[src/rtl/axi_read_slave_if.sv]
// AXI read-channel bundle (AR and R) shared by axi_read_slave and its master.
// The signal names match the AXI names used in the rest of the system.
interface axi_read_slave_if;
   logic [31:0] ARADDR;
   logic [3:0]  ARLEN;
   logic [2:0]  ARSIZE;
   logic [1:0]  ARBURST;
   logic        ARVALID;
   logic        ARREADY;
   logic        RVALID;
   logic        RLAST;
   logic [1:0]  RRESP;
   logic [31:0] RDATA;
   logic        RREADY;

   modport slave (
      input  ARADDR, ARLEN, ARSIZE, ARBURST, ARVALID, RREADY,
      output ARREADY, RVALID, RLAST, RRESP, RDATA
   );

   modport master (
      output ARADDR, ARLEN, ARSIZE, ARBURST, ARVALID, RREADY,
      input  ARREADY, RVALID, RLAST, RRESP, RDATA
   );
endinterface

[src/rtl/axi_read_slave.sv]
// AXI read-only slave backed by a word memory with a backdoor preload port.
// It accepts one burst at a time and returns ARLEN+1 beats: data, or an error response.
module axi_read_slave #(
   parameter int DEPTH = 64
) (
   input  logic                     G_clk,
   input  logic                     G_reset,
   input  logic [31:0]              slave_addr1,
   input  logic [31:0]              slave_addr2,
   axi_read_slave_if.slave          bus,
   input  logic                     mem_we,
   input  logic [$clog2(DEPTH)-1:0] mem_waddr,
   input  logic [31:0]              mem_wdata
);

   localparam int AW = $clog2(DEPTH);

   localparam logic [1:0] RESP_OKAY   = 2'b00;
   localparam logic [1:0] RESP_SLVERR = 2'b10;
   localparam logic [1:0] RESP_DECERR = 2'b11;

   localparam logic [1:0] BURST_FIXED = 2'b00;
   localparam logic [1:0] BURST_INCR  = 2'b01;
   localparam logic [1:0] BURST_WRAP  = 2'b10;

   typedef enum logic [0:0] {
      IDLE  = 1'b0,
      BURST = 1'b1
   } state_t;

   state_t      state_r, state_s;
   logic [31:0] addr_r, addr_s;
   logic [3:0]  len_r, len_s;
   logic [2:0]  size_r, size_s;
   logic [1:0]  burst_r, burst_s;
   logic [3:0]  beat_r, beat_s;
   logic        arready_r, arready_s;
   logic        rvalid_r, rvalid_s;
   logic        rlast_r, rlast_s;
   logic [1:0]  rresp_r, rresp_s;
   logic [31:0] rdata_r, rdata_s;

   logic [31:0] mem_r [DEPTH];

   logic [1:0]    acc_resp_s;
   logic [31:0]   addr_adv_s;
   logic [AW-1:0] acc_idx_s;
   logic [AW-1:0] adv_idx_s;

   function automatic logic [AW-1:0] word_index(input logic [31:0] addr,
                                                input logic [31:0] base);
      return AW'((addr - base) >> 2);
   endfunction

   // Out-of-range wins over every other error; protocol errors only matter in range.
   function automatic logic [1:0] decode_resp(input logic [31:0] addr,
                                              input logic [3:0]  len,
                                              input logic [2:0]  size,
                                              input logic [1:0]  burst,
                                              input logic [31:0] lo,
                                              input logic [31:0] hi);
      logic [1:0] resp;
      logic       wrap_len_ok;
      wrap_len_ok = (len == 4'd1) || (len == 4'd3) || (len == 4'd7) || (len == 4'd15);
      if ((addr < lo) || (addr > hi)) begin
         resp = RESP_DECERR;
      end else if ((size > 3'd2) || (burst == 2'b11) ||
                   ((burst == BURST_WRAP) && !wrap_len_ok)) begin
         resp = RESP_SLVERR;
      end else begin
         resp = RESP_OKAY;
      end
      return resp;
   endfunction

   function automatic logic [31:0] next_addr(input logic [31:0] addr,
                                             input logic [3:0]  len,
                                             input logic [2:0]  size,
                                             input logic [1:0]  burst);
      logic [31:0] step;
      logic [31:0] mask;
      logic [31:0] nxt;
      step = 32'd1 << size;
      mask = (({28'd0, len} + 32'd1) << size) - 32'd1;
      case (burst)
         BURST_FIXED: nxt = addr;
         BURST_INCR:  nxt = addr + step;
         BURST_WRAP:  nxt = (addr & ~mask) | ((addr + step) & mask);
         default:     nxt = addr;
      endcase
      return nxt;
   endfunction

   assign acc_resp_s = decode_resp(bus.ARADDR, bus.ARLEN, bus.ARSIZE, bus.ARBURST,
                                   slave_addr1, slave_addr2);
   assign addr_adv_s = next_addr(addr_r, len_r, size_r, burst_r);
   assign acc_idx_s  = word_index(bus.ARADDR, slave_addr1);
   assign adv_idx_s  = word_index(addr_adv_s, slave_addr1);

   // Next state and next register values; beat data is fetched at the edge that loads it.
   always_comb begin
      state_s   = state_r;
      addr_s    = addr_r;
      len_s     = len_r;
      size_s    = size_r;
      burst_s   = burst_r;
      beat_s    = beat_r;
      arready_s = arready_r;
      rvalid_s  = rvalid_r;
      rlast_s   = rlast_r;
      rresp_s   = rresp_r;
      rdata_s   = rdata_r;
      case (state_r)
         IDLE: begin
            if (bus.ARVALID && arready_r) begin
               state_s   = BURST;
               addr_s    = bus.ARADDR;
               len_s     = bus.ARLEN;
               size_s    = bus.ARSIZE;
               burst_s   = bus.ARBURST;
               beat_s    = 4'd0;
               arready_s = 1'b0;
               rvalid_s  = 1'b1;
               rlast_s   = (bus.ARLEN == 4'd0);
               rresp_s   = acc_resp_s;
               rdata_s   = (acc_resp_s == RESP_OKAY) ? mem_r[acc_idx_s] : 32'd0;
            end else begin
               state_s   = IDLE;
               arready_s = 1'b1;
               rvalid_s  = 1'b0;
            end
         end
         BURST: begin
            if (rvalid_r && bus.RREADY) begin
               if (rlast_r) begin
                  state_s   = IDLE;
                  beat_s    = 4'd0;
                  arready_s = 1'b1;
                  rvalid_s  = 1'b0;
                  rlast_s   = 1'b0;
                  rresp_s   = RESP_OKAY;
                  rdata_s   = 32'd0;
               end else begin
                  addr_s  = addr_adv_s;
                  beat_s  = beat_r + 4'd1;
                  rlast_s = ((beat_r + 4'd1) == len_r);
                  rdata_s = (rresp_r == RESP_OKAY) ? mem_r[adv_idx_s] : 32'd0;
               end
            end else begin
               state_s = BURST;
            end
         end
         default: begin
            state_s   = IDLE;
            beat_s    = 4'd0;
            arready_s = 1'b1;
            rvalid_s  = 1'b0;
            rlast_s   = 1'b0;
            rresp_s   = RESP_OKAY;
            rdata_s   = 32'd0;
         end
      endcase
   end

   // FSM state register.
   always_ff @(posedge G_clk) begin
      if (G_reset) begin
         state_r <= IDLE;
      end else begin
         state_r <= state_s;
      end
   end

   // Burst context and registered R-channel outputs; reset drops any burst in flight.
   always_ff @(posedge G_clk) begin
      if (G_reset) begin
         addr_r    <= 32'd0;
         len_r     <= 4'd0;
         size_r    <= 3'd0;
         burst_r   <= 2'd0;
         beat_r    <= 4'd0;
         arready_r <= 1'b1;
         rvalid_r  <= 1'b0;
         rlast_r   <= 1'b0;
         rresp_r   <= RESP_OKAY;
         rdata_r   <= 32'd0;
      end else begin
         addr_r    <= addr_s;
         len_r     <= len_s;
         size_r    <= size_s;
         burst_r   <= burst_s;
         beat_r    <= beat_s;
         arready_r <= arready_s;
         rvalid_r  <= rvalid_s;
         rlast_r   <= rlast_s;
         rresp_r   <= rresp_s;
         rdata_r   <= rdata_s;
      end
   end

   // Backdoor preload port; contents survive reset, and a same-edge read sees the old word.
   always_ff @(posedge G_clk) begin
      if (mem_we) begin
         mem_r[mem_waddr] <= mem_wdata;
      end
   end

   assign bus.ARREADY = arready_r;
   assign bus.RVALID  = rvalid_r;
   assign bus.RLAST   = rlast_r;
   assign bus.RRESP   = rresp_r;
   assign bus.RDATA   = rdata_r;

endmodule

[src/flat_wrapper.sv]
// flat-port wrapper written by rule: the top's interface ports become plain ports
module axi_read_slave_flat 
#(
   parameter int DEPTH = 64
)
  (G_clk, G_reset, slave_addr1, slave_addr2, mem_we, mem_waddr, mem_wdata, bus_ARADDR, bus_ARLEN, bus_ARSIZE, bus_ARBURST, bus_ARVALID, bus_RREADY, bus_ARREADY, bus_RVALID, bus_RLAST, bus_RRESP, bus_RDATA);
  axi_read_slave_if bus_i ();
  input  logic G_clk;
  input  logic G_reset;
  input  logic [31:0] slave_addr1;
  input  logic [31:0] slave_addr2;
  input  logic mem_we;
  input  logic [$clog2(DEPTH)-1:0] mem_waddr;
  input  logic [31:0] mem_wdata;
  input wire logic [$bits(bus_i.ARADDR)-1:0] bus_ARADDR;
  input wire logic [$bits(bus_i.ARLEN)-1:0] bus_ARLEN;
  input wire logic [$bits(bus_i.ARSIZE)-1:0] bus_ARSIZE;
  input wire logic [$bits(bus_i.ARBURST)-1:0] bus_ARBURST;
  input wire logic [$bits(bus_i.ARVALID)-1:0] bus_ARVALID;
  input wire logic [$bits(bus_i.RREADY)-1:0] bus_RREADY;
  output wire logic [$bits(bus_i.ARREADY)-1:0] bus_ARREADY;
  output wire logic [$bits(bus_i.RVALID)-1:0] bus_RVALID;
  output wire logic [$bits(bus_i.RLAST)-1:0] bus_RLAST;
  output wire logic [$bits(bus_i.RRESP)-1:0] bus_RRESP;
  output wire logic [$bits(bus_i.RDATA)-1:0] bus_RDATA;
  assign bus_i.ARADDR = bus_ARADDR;
  assign bus_i.ARLEN = bus_ARLEN;
  assign bus_i.ARSIZE = bus_ARSIZE;
  assign bus_i.ARBURST = bus_ARBURST;
  assign bus_i.ARVALID = bus_ARVALID;
  assign bus_i.RREADY = bus_RREADY;
  assign bus_ARREADY = bus_i.ARREADY;
  assign bus_RVALID = bus_i.RVALID;
  assign bus_RLAST = bus_i.RLAST;
  assign bus_RRESP = bus_i.RRESP;
  assign bus_RDATA = bus_i.RDATA;
  axi_read_slave #(.DEPTH(DEPTH)) u_core (.G_clk(G_clk), .G_reset(G_reset), .slave_addr1(slave_addr1), .slave_addr2(slave_addr2), .bus(bus_i), .mem_we(mem_we), .mem_waddr(mem_waddr), .mem_wdata(mem_wdata));
endmodule
[config.mk]
export PLATFORM = sky130hd
export DESIGN_NAME = axi_read_slave_flat
export DESIGN_NICKNAME = d
export VERILOG_FILES = /design/src/rtl/axi_read_slave_if.sv /design/src/rtl/axi_read_slave.sv /design/src/flat_wrapper.sv
export SDC_FILE = /design/constraint.sdc
export NUM_CORES = 2
export LEC_CHECK = 0
export BUFFER_PORTS_ARGS = -buffer_cell sky130_fd_sc_hd__buf_2
export CELL_PAD_IN_SITES_DETAIL_PLACEMENT = 1
export CELL_PAD_IN_SITES_GLOBAL_PLACEMENT = 1
export CORE_MARGIN = 2
export CORE_UTILIZATION = 30
export CTS_CLUSTER_DIAMETER = 150
export CTS_CLUSTER_SIZE = 12
export DETAILED_ROUTE_END_ITERATION = 7
export GPL_ROUTABILITY_DRIVEN = 0
export HOLD_SLACK_MARGIN = 0.05
export PLACE_DENSITY_LB_ADDON = 0.08
export SLEW_MARGIN = 0
export SYNTH_ARGS = -nofsm -noshare
export SYNTH_HDL_FRONTEND = slang
export SYNTH_SLANG_ARGS = --single-unit
[constraint.sdc]
create_clock -name G_clk -period 5.12 [get_ports G_clk]
set_input_delay 0.768 -clock G_clk [delete_from_list [all_inputs] [get_ports G_clk]]
set_output_delay 0.768 -clock G_clk [all_outputs]
set_load 0.02 [all_outputs]
==> impl_metrics.yaml <==
final_layout:
  final_cells: 17200
  fillCellCount: 45040
  drive_gt1_frac: 0.2217
  synthToLayoutAreaGrowth_pct: 19.26
  nets: 11580
power_and_ir_drop:
  pwr-share-comb: 0.448
  power_switching_mw: 24.08
  internal_power_mw: 37.95
  cellPowerDensity_nw_per_um2: 404.1
  power.leakage_nw: 49.20
  clkPwrFrac: 0.240
  sequentialPowerShare: 0.312
  worst_ir_drop_vdd_mv: 0.3033
  switching_share: 0.3882
timing:
  maxSlewViolCount: 0
  tns_ns: 0
  hold_violations: 0
  holdWs_ns: 0.2004
  finClkSkew_ns: 0.07582
  relSlewSlack: 0.1051
  worst_pin_slew_ns: 1.342
  clock.fmax_mhz: 195.4
  fin_crit_ns: 5.116
  rsz0062_at_grt: "true"
  layout_setup_ws_ns: 0.003525
  setup_viol: 0
  timing.final.crit_share: 0.9993
route:
  via_count: 114200
  avgRoutedWirePerCell_um: 36.51
  dr.pass1.iters: 8
  routed_wl_mm: 627.8
  wl_met2_mm: 290.3
  dr.first_iter.drc_count: 12550
  routed.top_layer: "met5"
  drc_errors: 0
  drt-met1-wl_mm: 272.6
  wl_met3_mm: 40.33
  vias_per_cell: 6.640
  drt.antenna.violating_nets: 0
placed_design:
  hpwlAfterDp_mm: 395.5
  dp.cells: 16710
  pre_cts_ws_ns: -0.5622
  portBuffers: 184
worst_setup_path:
  crit_path_start_kind: "flip-flop"
  startpoint: "u_core.len_r[0]$_SDFFE_PP0P_"
  endpoint: "u_core.bus.RDATA[27]$_SDFFE_PP0P_"
  crit_fanout: 9
  worstPathRequired_ns: 6.01
  cp.arrival_ns: 6.00
  slowest_delay_ns: 0.34
  worstReg2RegStart: "u_core.len_r[0]$_SDFFE_PP0P_"
  cp-end-kind: "flip-flop"
  critical_path.slowest_cell: "dfxtp_2"
  worstSetupPathDepth: 26
  ff2ff_path_depth: 26
  reg2reg_slack_ns: 0.004
  path_class: "flip-flop to flip-flop"
  path_buf_inv: 7
  crit_family: "compound AO/OA/AOI/OAI gates"
  r2r_end: "u_core.bus.RDATA[27]$_SDFFE_PP0P_"
min_path:
  hold_class: "input pin to flip-flop"
global_routing:
  antenna_found_initial: 64
  grt_max_degree: 113
  gr-usage-all-layers: 0.2752
  grt_pass1_wl_mm: 873.4
  first_global_vias: 112600
  grt_remaining_overflow: 0
die:
  fp.dieH_um: 658.9
  start_util: 0.3012
  pin_count: 185
  die_area_um2: 434200
  coreArea_um2: 427300
  row_count: 240
  die_x_um: 658.9
clock_network:
  clockBufferDepth: 4
  cts_sinks: 2107
  h-tree-depth: 4
  clock_latency_ns: 0.98
  numCtsBuffers: 198
  cts_root_buf: "clkbuf_16"
  cts_tree: "built"
  clk_pin_slew_ns: 0.07
outcome:
  status: "complete, no violations"
synth:
  synth_edf_count: 2048
  async_reset_ff_frac: 0
  ys_warn_count: 0
  synthCells: 10970
  netlist-cell-type-count: 83
  yosys_most_used_dff: "edfxtp_1"
  synth_seq_cells: 2107
  ys_seq_area_frac: 0.4871
  netlist_area_um2: 128700
  synth_area_per_cell_um2: 11.73
  syn_nets: 11200
flow_run:
  maxCapViolations: 0
-- flip-flops by register name, indices dropped and copies added (netlist names) --
name,flops
u_core.bus.RLAST,1
u_core.bus.ARREADY,1
u_core.bus.RRESP,2
u_core.beat_r,4
u_core.size_r,3
u_core.mem_r,2048
u_core.addr_r,8
u_core.len_r,4
u_core.bus.RVALID,1
u_core.state_r,1
u_core.bus.RDATA,32
u_core.burst_r,2
-- routing by layer --
metal  track usage  vias up
li1              -    47530
met1        0.3778    60910
met2        0.4438     4722
met3       0.03808     1007
met4       0.09673       12
met5             0        -
-- worst min-delay path by stage --
stage	startpoint	endpoint	slack [ns]	cells past startpoint
floorplan	u_core.burst_r[1]$_SDFFE_PP0P_	u_core.burst_r[1]$_SDFFE_PP0P_	0.45	2
global placement	u_core.bus.ARREADY$_SDFFE_PP1P_	u_core.bus.ARREADY$_SDFFE_PP1P_	0.47	2
detailed placement	u_core.bus.ARREADY$_SDFFE_PP1P_	u_core.bus.ARREADY$_SDFFE_PP1P_	0.47	2
CTS	bus_RREADY	u_core.bus.ARREADY$_SDFFE_PP1P_	0.12	4
global route	bus_RREADY	u_core.bus.ARREADY$_SDFFE_PP1P_	0.21	4
finish	bus_RREADY	u_core.bus.ARREADY$_SDFFE_PP1P_	0.20	4
-- worst reg2reg max path, stage by stage, from the launching register on --
cell and delay [ns]:
dfxtp_2 0.34, ha_4 0.29, nand2b_4 0.06, a21oi_4 0.17, nand2_2 0.09, ha_4 0.17
xor2_2 0.17, mux2_4 0.32, a22oi_2 0.17, o21ai_2 0.13, ha_4 0.31, a21oi_4 0.07
buf_6 0.12, a31oi_4 0.26, buf_6 0.19, xor2_4 0.17, buf_6 0.14, buf_16 0.18
buf_12 0.18, buf_8 0.13, mux2i_1 0.07, o22ai_1 0.22, o22ai_2 0.15, a221oi_2 0.34
buf_4 0.18, nand4_1 0.26, nand3_1 0.19
-- synthesized netlist by cell type, types with 16 or more instances --
library cell / instances / area [um2]
a221oi_1: 1238 / 10840
nand2_1: 583 / 2188
mux2i_1: 538 / 5385
nand4_1: 60 / 375.4
inv_1: 82 / 307.8
or4_1: 18 / 135.1
nor2b_1: 19 / 118.9
xnor2_1: 16 / 140.1
nand3_1: 95 / 475.5
a22oi_1: 1040 / 7807
a21o_1: 17 / 127.6
o22ai_1: 332 / 2077
a221oi_2: 17 / 255.2
edfxtp_1: 2048 / 61500
clkbuf_1: 776 / 2913
buf_1: 131 / 491.7
o21ai_0: 160 / 800.8
o211ai_1: 55 / 412.9
buf_2: 335 / 1677
nand2b_1: 16 / 100.1
a211oi_1: 666 / 5000
buf_4: 46 / 345.3
mux2_2: 56 / 630.6
o221ai_1: 74 / 648.1
mux4_2: 515 / 11600
nor3_1: 32 / 160.2
ha_1: 81 / 1013
dfxtp_1: 59 / 1181
a221o_1: 62 / 620.6
nor2_1: 232 / 870.8
a21oi_1: 1401 / 7012
-- power by group through the flow --
stage | registers, mW | logic [mW] | clock network (mW)
global route | 19.4 | 29.5 | 15.7
global placement | 19.7 | 25.6 | 0
CTS | 19.4 | 26.7 | 15.2
floorplan | 19.6 | 14.7 | 0
finish | 19.4 | 27.8 | 14.9
detailed placement | 19.7 | 26.0 | 0
-- per-stage QoR --
step	cell area, um2	util	power [mW]
finish	153500	0.3592	62.02
global route	153500	0.3591	64.58
CTS	151700	0.3550	61.28
detailed placement	144800	0.3390	45.77
global placement	144800	0.3390	45.37
floorplan	128700	-	34.30
-- cells by family after synthesis --
group | after synthesis | share of synthesized area
buf+inv | 1375 | 0.04500
compound gates | 5146 | 0.2821
mux | 1111 | 0.1372
flops | 2107 | 0.4871
simple gates | 1117 | 0.03805
fa+ha+maj | 82 | 0.008031
xor+xnor | 33 | 0.002596
-- final cells by class --
class                      count  area (um2)  area share
clock inverter                10       161.4    0.001052
inverter                      82       307.8    0.002006
multi-input combinational   7489       61900      0.4033
sequential                  2107       62690      0.4085
timing repair buffer        1469       15670      0.1021
tap                         5687        7116     0.04636
antenna                       15       37.54   0.0002446
clock buffer                 337        5593     0.03644
-- cell usage in the layout (no fill, tap or decap), types with 137 or more instances in the layout --
| master | synthesis | layout |
|---|---|---|
| mux2i_1 | 538 | 535 |
| buf_2 | 335 | 183 |
| mux4_2 | 515 | 515 |
| buf_12 | 0 | 334 |
| edfxtp_1 | 2048 | 2048 |
| a211oi_1 | 666 | 662 |
| clkbuf_16 | 0 | 220 |
| o21ai_0 | 160 | 137 |
| a21oi_1 | 1401 | 1380 |
| nor2_1 | 232 | 159 |
| a221oi_1 | 1238 | 1236 |
| a22oi_1 | 1040 | 1029 |
| o22ai_1 | 332 | 290 |
| buf_4 | 46 | 863 |
| nand2_1 | 583 | 575 |
-- repair_timing --
action                                 4_1_cts  5_1_grt
setup endpoints to repair                   32       32
setup buffers                               45       55
endpoints found under the hold margin        9        0
cloned                                       5       18
gates resized for setup                     90      192
pin swaps                                   26       80
hold buffers                                 9        0
Power figures use the tool's default switching activity.
